[src/rtl/gpu_pkg.sv]
// Shared GPU pipeline definitions.
// Holds the input-assembler state encoding and the frame constants. The
// top-level register-file decode uses the same constants, so that decode and
// the assembler always agree on the frame layout.
package gpu_pkg;

  typedef enum logic [1:0] {
    IDLE  = 2'd0,
    DATA  = 2'd1,
    CHECK = 2'd2
  } ia_state_t;

  localparam logic [7:0] IA_SYNC_BYTE = 8'hA5;
  localparam int         IA_NUM_BYTES = 54;

endpackage

[src/rtl/packet_assembler_gap_timer.sv]
// gap_timer: saturating inter-byte gap counter.
// Ports:
//   clk, reset  - clock, synchronous active-high reset
//   clear_i     - restart the count from zero (a byte arrived)
//   enable_i    - count while high; held at zero while low
//   expired_o   - registered, high once the count reaches TIMEOUT_CYCLES
module gap_timer
  import gpu_pkg::*;
#(
  parameter int TIMEOUT_CYCLES = 500000
) (
  input  logic clk,
  input  logic reset,
  input  logic clear_i,
  input  logic enable_i,
  output logic expired_o
);

  localparam int            TW    = $clog2(TIMEOUT_CYCLES + 1);
  localparam logic [TW-1:0] LIMIT = TW'(TIMEOUT_CYCLES);

  logic [TW-1:0] cnt_q, cnt_d;
  logic          expired_q;

  // Saturates at LIMIT so a long silence cannot wrap back below it.
  always_comb begin
    cnt_d = cnt_q;
    if (clear_i || !enable_i) begin
      cnt_d = '0;
    end else if (cnt_q != LIMIT) begin
      cnt_d = cnt_q + 1'b1;
    end
  end

  always_ff @(posedge clk) begin
    if (reset) begin
      cnt_q     <= '0;
      expired_q <= 1'b0;
    end else begin
      cnt_q     <= cnt_d;
      expired_q <= (cnt_d == LIMIT);
    end
  end

  assign expired_o = expired_q;

endmodule

[src/rtl/packet_assembler.sv]
// packet_assembler: frames the UART byte stream into one triangle packet.
// A sync byte opens a frame, NUM_BYTES payload bytes follow and each one is
// written to the register file (idx/data_out/update_reg). A complete frame
// produces one pc_ready pulse; an inter-byte gap of TIMEOUT_CYCLES aborts it
// with a frame_err pulse.
// Build option: define PKT_CHECKSUM_EN to require a trailing XOR checksum
// byte; a mismatch then gives frame_err instead of pc_ready.
// Ports:
//   clk, reset          - clock, synchronous active-high reset
//   rx_data, rx_done    - received byte and its one-cycle strobe
//   idx, data_out       - register-file write index and byte
//   update_reg          - one-cycle write strobe
//   pc_ready            - one-cycle pulse per accepted frame
//   busy                - frame in progress
//   frame_err           - one-cycle pulse on timeout or checksum mismatch
module packet_assembler
  import gpu_pkg::*;
#(
  parameter logic [7:0] SYNC_BYTE      = IA_SYNC_BYTE,
  parameter int         NUM_BYTES      = IA_NUM_BYTES,
  parameter int         TIMEOUT_CYCLES = 500000
) (
  input  logic       clk,
  input  logic       reset,
  input  logic [7:0] rx_data,
  input  logic       rx_done,
  output logic [5:0] idx,
  output logic [7:0] data_out,
  output logic       update_reg,
  output logic       pc_ready,
  output logic       busy,
  output logic       frame_err
);

  localparam logic [5:0] LAST_IDX = 6'(NUM_BYTES - 1);

  ia_state_t  state_q;
  logic [5:0] cnt_q;
  logic [5:0] idx_q;
  logic [7:0] data_out_q;
  logic       update_reg_q;
  logic       pc_ready_q;
  logic       frame_err_q;
  logic       expired;
`ifdef PKT_CHECKSUM_EN
  logic [7:0] acc_q;
`endif

  // The timer only runs inside a frame and restarts on every strobe.
  gap_timer #(
    .TIMEOUT_CYCLES(TIMEOUT_CYCLES)
  ) u_gap_timer (
    .clk      (clk),
    .reset    (reset),
    .clear_i  (rx_done || (state_q == IDLE)),
    .enable_i (state_q != IDLE),
    .expired_o(expired)
  );

  always_ff @(posedge clk) begin
    if (reset) begin
      state_q      <= IDLE;
      cnt_q        <= '0;
      idx_q        <= '0;
      data_out_q   <= '0;
      update_reg_q <= 1'b0;
      pc_ready_q   <= 1'b0;
      frame_err_q  <= 1'b0;
`ifdef PKT_CHECKSUM_EN
      acc_q        <= '0;
`endif
    end else begin
      update_reg_q <= 1'b0;
      pc_ready_q   <= 1'b0;
      frame_err_q  <= 1'b0;
      case (state_q)
        IDLE: begin
          if (rx_done && (rx_data == SYNC_BYTE)) begin
            cnt_q   <= '0;
`ifdef PKT_CHECKSUM_EN
            acc_q   <= '0;
`endif
            state_q <= DATA;
          end
        end
        DATA: begin
          // A strobe in the timeout cycle is still accepted.
          if (rx_done) begin
            update_reg_q <= 1'b1;
            idx_q        <= cnt_q;
            data_out_q   <= rx_data;
`ifdef PKT_CHECKSUM_EN
            acc_q        <= acc_q ^ rx_data;
`endif
            if (cnt_q == LAST_IDX) begin
              cnt_q   <= '0;
`ifdef PKT_CHECKSUM_EN
              state_q <= CHECK;
`else
              pc_ready_q <= 1'b1;
              state_q    <= IDLE;
`endif
            end else begin
              cnt_q <= cnt_q + 6'd1;
            end
          end else if (expired) begin
            frame_err_q <= 1'b1;
            cnt_q       <= '0;
            state_q     <= IDLE;
          end
        end
`ifdef PKT_CHECKSUM_EN
        CHECK: begin
          if (rx_done) begin
            if (rx_data == acc_q) begin
              pc_ready_q <= 1'b1;
            end else begin
              frame_err_q <= 1'b1;
            end
            state_q <= IDLE;
          end else if (expired) begin
            frame_err_q <= 1'b1;
            state_q     <= IDLE;
          end
        end
`endif
        default: state_q <= IDLE;
      endcase
    end
  end

  assign idx        = idx_q;
  assign data_out   = data_out_q;
  assign update_reg = update_reg_q;
  assign pc_ready   = pc_ready_q;
  assign frame_err  = frame_err_q;
  assign busy       = (state_q != IDLE);

endmodule

[config.mk]
export PLATFORM = sky130hd
export DESIGN_NAME = packet_assembler
export DESIGN_NICKNAME = d
export VERILOG_FILES = /design/src/rtl/gpu_pkg.sv /design/src/rtl/packet_assembler_gap_timer.sv /design/src/rtl/packet_assembler.sv
export SDC_FILE = /design/constraint.sdc
export NUM_CORES = 1
export LEC_CHECK = 0
export BUFFER_PORTS_ARGS = -buffer_cell sky130_fd_sc_hd__buf_2
export CORE_MARGIN = 2
export CORE_UTILIZATION = 61
export DETAILED_ROUTE_END_ITERATION = 10
export PLACE_DENSITY = 0.81
export SETUP_SLACK_MARGIN = 0.4
export SLEW_MARGIN = 10
export SYNTH_ARGS = -nofsm -noshare
export SYNTH_HDL_FRONTEND = slang
export SYNTH_SLANG_ARGS = --single-unit
export TNS_END_PERCENT = 50
[constraint.sdc]
create_clock -name clk -period 3.3 [get_ports clk]
set_clock_uncertainty 0.05 [all_clocks]
set_input_delay 0.99 -clock clk [delete_from_list [all_inputs] [get_ports clk]]
set_output_delay 0.99 -clock clk [all_outputs]
set_load 0.01 [all_outputs]
==> flow_metrics.env <==
export IMPL_hold_path_end="data_out[1]"
export IMPL_cp_start_kind="flip-flop"
export IMPL_place_inst=320
export IMPL_dp_hpwl_um=3150
export IMPL_dieArea_um2=4000
export IMPL_gr_total_overflow=0
export IMPL_io_pins=29
export IMPL_synth_cell_types=41
export IMPL_io_buffers=28
export IMPL_grt_max_degree=24
export IMPL_dr_pass1_iters=4
export IMPL_switchingPower_w=0.000185
export IMPL_r2r_start="u_gap_timer.cnt_q[0]"
export IMPL_insertion_delay_ns=0.37
export IMPL_ys_ff_latch=44
export IMPL_drt_initial_drc_count=96
export IMPL_areaGrowthSynthToFinish_pct=9.12
export IMPL_cts_resized=0
export IMPL_track_usage_pct=24.6
export IMPL_tightest_slew_ns=0.610
export IMPL_power_frac_seq_pct=66.4
export IMPL_grt_antenna_before_repair=0
export IMPL_period_needed_ns=2.26
export IMPL_postRouteAntennaNets=0
export IMPL_synth_area_um2=2140
export IMPL_clockRootBuffer="clkbuf_4"
export IMPL_start_util_pct=63.7
export IMPL_internal_power_w=0.000616
export IMPL_clockPowerShare_pct=31.4
export IMPL_regMostFlops="u_gap_timer.cnt_q"
export IMPL_wl_um=4370
export IMPL_crit_required_ns=3.54
export IMPL_layout_nets=296
export IMPL_clk_pin_slew_ns=0.13
export IMPL_min_path_cells=2
export IMPL_vias=1794
export IMPL_ff2ff_setup_slack_ns=1.04
export IMPL_r2r_end="u_gap_timer.expired_o"
export IMPL_syn_inst=258
export IMPL_crit_buf_inv=0
export IMPL_die_w_um=63.2
export IMPL_h_tree_depth=2
export IMPL_ff2ff_path_depth=7
export IMPL_critPathTopFamily="simple AND/OR/NAND/NOR gates"
export IMPL_rsz0062_at_grt="false"
export IMPL_cp_max_fo=7
export IMPL_p_per_area_nw_per_um2=343
export IMPL_core_um2=3360
export IMPL_synth_main_ff_cell="dfxtp_1"
export IMPL_numCtsBuffers=5
export IMPL_ir_worst_vdd_mv=0.239
export IMPL_syn_num_nets=273
export IMPL_end_kind="flip-flop"
export IMPL_synth_area_leaders="dfxtp_1, nand2_1, nor2_1"
export IMPL_pwr_share_comb_pct=2.3
export IMPL_worstPathArrival_ns=2.50
export IMPL_power_leakage_nw=0.857
export IMPL_numClockSinks=44
export IMPL_route_detailed_drc=0
export IMPL_worstHoldStart="data_out[1]"
export IMPL_postCtsSetupRepairBufs=0
export IMPL_max_stage_delay_ns=0.50
export IMPL_drive_gt1_share_pct=16.4
export IMPL_ys_seq_area_share_pct=41.1
export IMPL_row_count=21
export IMPL_status="completed"
export IMPL_swShare_pct=23.1
export IMPL_avgSynthCellArea_um2=8.30
export IMPL_post_synth_top_area_cell="dfxtp_1"
export IMPL_gp_congestion=0.851
export IMPL_vias_per_cell=5.49
export IMPL_grt_pass1_vias=1709
export IMPL_instances_no_fill=327
export IMPL_fill_cells=298
export IMPL_antenna_cells=0
export IMPL_die_h_um=63.2
export IMPL_ys_warnings_count=0
export IMPL_cts_buffer_depth=2
export IMPL_wire_per_inst_um=13.4
export IMPL_setup_viol=0
export IMPL_cp_cell_sequence="ha_1 > nand3_1 > nor2_1 > a21oi_1 > a31oi_1 > nand4_1 > nor4b_2"
export IMPL_largest_register_ffs=19
export IMPL_synthArstFlopShare_pct=0
export IMPL_cts_tree="yes"
export IMPL_drv_cap=0
export IMPL_grt_pass1_wl_um=7790
export IMPL_worstSetupPathType="flip-flop to flip-flop"
export IMPL_ys_top_cells_by_count="dfxtp_1, nand2_1, nor2_1"
export IMPL_max_freq_mhz=442
export IMPL_setup_tns_final_ns=0
export IMPL_final_hold_violation_count=0
export IMPL_hold_path_class="flip-flop to flip-flop"
export IMPL_drv_slew=0
export IMPL_synth_top_cell_area_share_pct=41.1
export IMPL_critical_path_slowest_cell="dfxtp_1"
export IMPL_synth_edff_count=0
export IMPL_period_share_pct=68.5
export IMPL_cts_hold_buf=0
export IMPL_slew_headroom_pct=59.3
worst max path at each step:
stage                              start                    end  depth (start not counted)
global route        u_gap_timer.cnt_q[0]  u_gap_timer.expired_o                          7
finish              u_gap_timer.cnt_q[0]  u_gap_timer.expired_o                          7
global placement                 rx_done  u_gap_timer.expired_o                          5
detailed placement               rx_done  u_gap_timer.expired_o                          5
CTS                 u_gap_timer.cnt_q[0]  u_gap_timer.expired_o                          7
floorplan                        rx_done               cnt_q[1]                          7
worst reg2reg max path: cells and delay by family, from the launching register on:
kind | cells | cell delay, ns
DFF | 1 | 0.50
adders and majority gates | 1 | 0.31
AOI/OAI and AO/OA | 2 | 0.33
and+or+nand+nor | 4 | 0.99
metrics by stage:
step	total power (W)	util [%]	instance area (um^2)	setup slack, ns	hold WS (ns)
finish	0.000801	69.5	2340	1.04	0.412
global route	0.000831	69.5	2340	0.869	0.438
CTS	0.000808	69.5	2340	1.08	0.415
detailed placement	0.000561	68.0	2290	0.793	0.397
global placement	0.000561	68.0	2290	0.909	0.390
floorplan	0.000553	-	2140	1.01	0.378
cell usage in the layout (no fill, tap or decap), types with 2 or more instances in the layout:
cell,instances
nor4bb_1,3
nor2_1,32
buf_2,28
nor2b_1,9
inv_1,6
o21ai_0,5
ha_1,4
dfxtp_1,44
xor2_1,13
a31oi_1,2
nand2b_1,4
nor3_1,7
nand3_1,11
xnor2_1,11
nor3_2,2
nand2_1,44
nand4_1,5
a211oi_1,2
nor4_1,3
a21oi_1,18
clkbuf_4,5
and3_1,3
routing by layer:
layer  routed length (um)  part of all wire [%]  vias to the layer above  track usage (%)
li1                     -                     -                      916                -
met1                 2140                    49                      827             32.7
met2                 1930                    44                       45             39.1
met4                   59                   1.3                        0             8.15
met5                    0                     0                        -                0
met3                  241                   5.5                        6             6.07
cells by family after synthesis:
kind of cell / count (synthesis) / synth area share [%]
and+or+nand+nor: 134 / 33.3
DFF: 44 / 41.1
AOI/OAI and AO/OA: 33 / 9.47
xor gates and xnor gates: 24 / 9.82
buffers and inverters: 18 / 3.51
adders and majority gates: 4 / 2.34
muxes: 1 / 0.468
power by group through the flow:
stage	sequential (W)	clock, W	combinational [W]
after floorplan	0.000543	0	0.00000925
after global placement	0.000543	0	0.0000174
after detailed placement	0.000543	0	0.0000178
after CTS	0.000531	0.000259	0.0000179
after global routing	0.000532	0.000279	0.0000199
final	0.000531	0.000251	0.0000181
cell type report:
type                    instances  area, um^2  share of cell area [%]
multi-input cells             196        1180                    50.7
repair buffers                 28         140                    6.00
clock buffers                   5        37.5                    1.61
flip-flops and latches         44         881                    37.7
well taps                      46        57.6                    2.46
inverters                       6        22.5                   0.964
clock inverters                 2        12.5                   0.536
(Power assumes the default switching activity.)
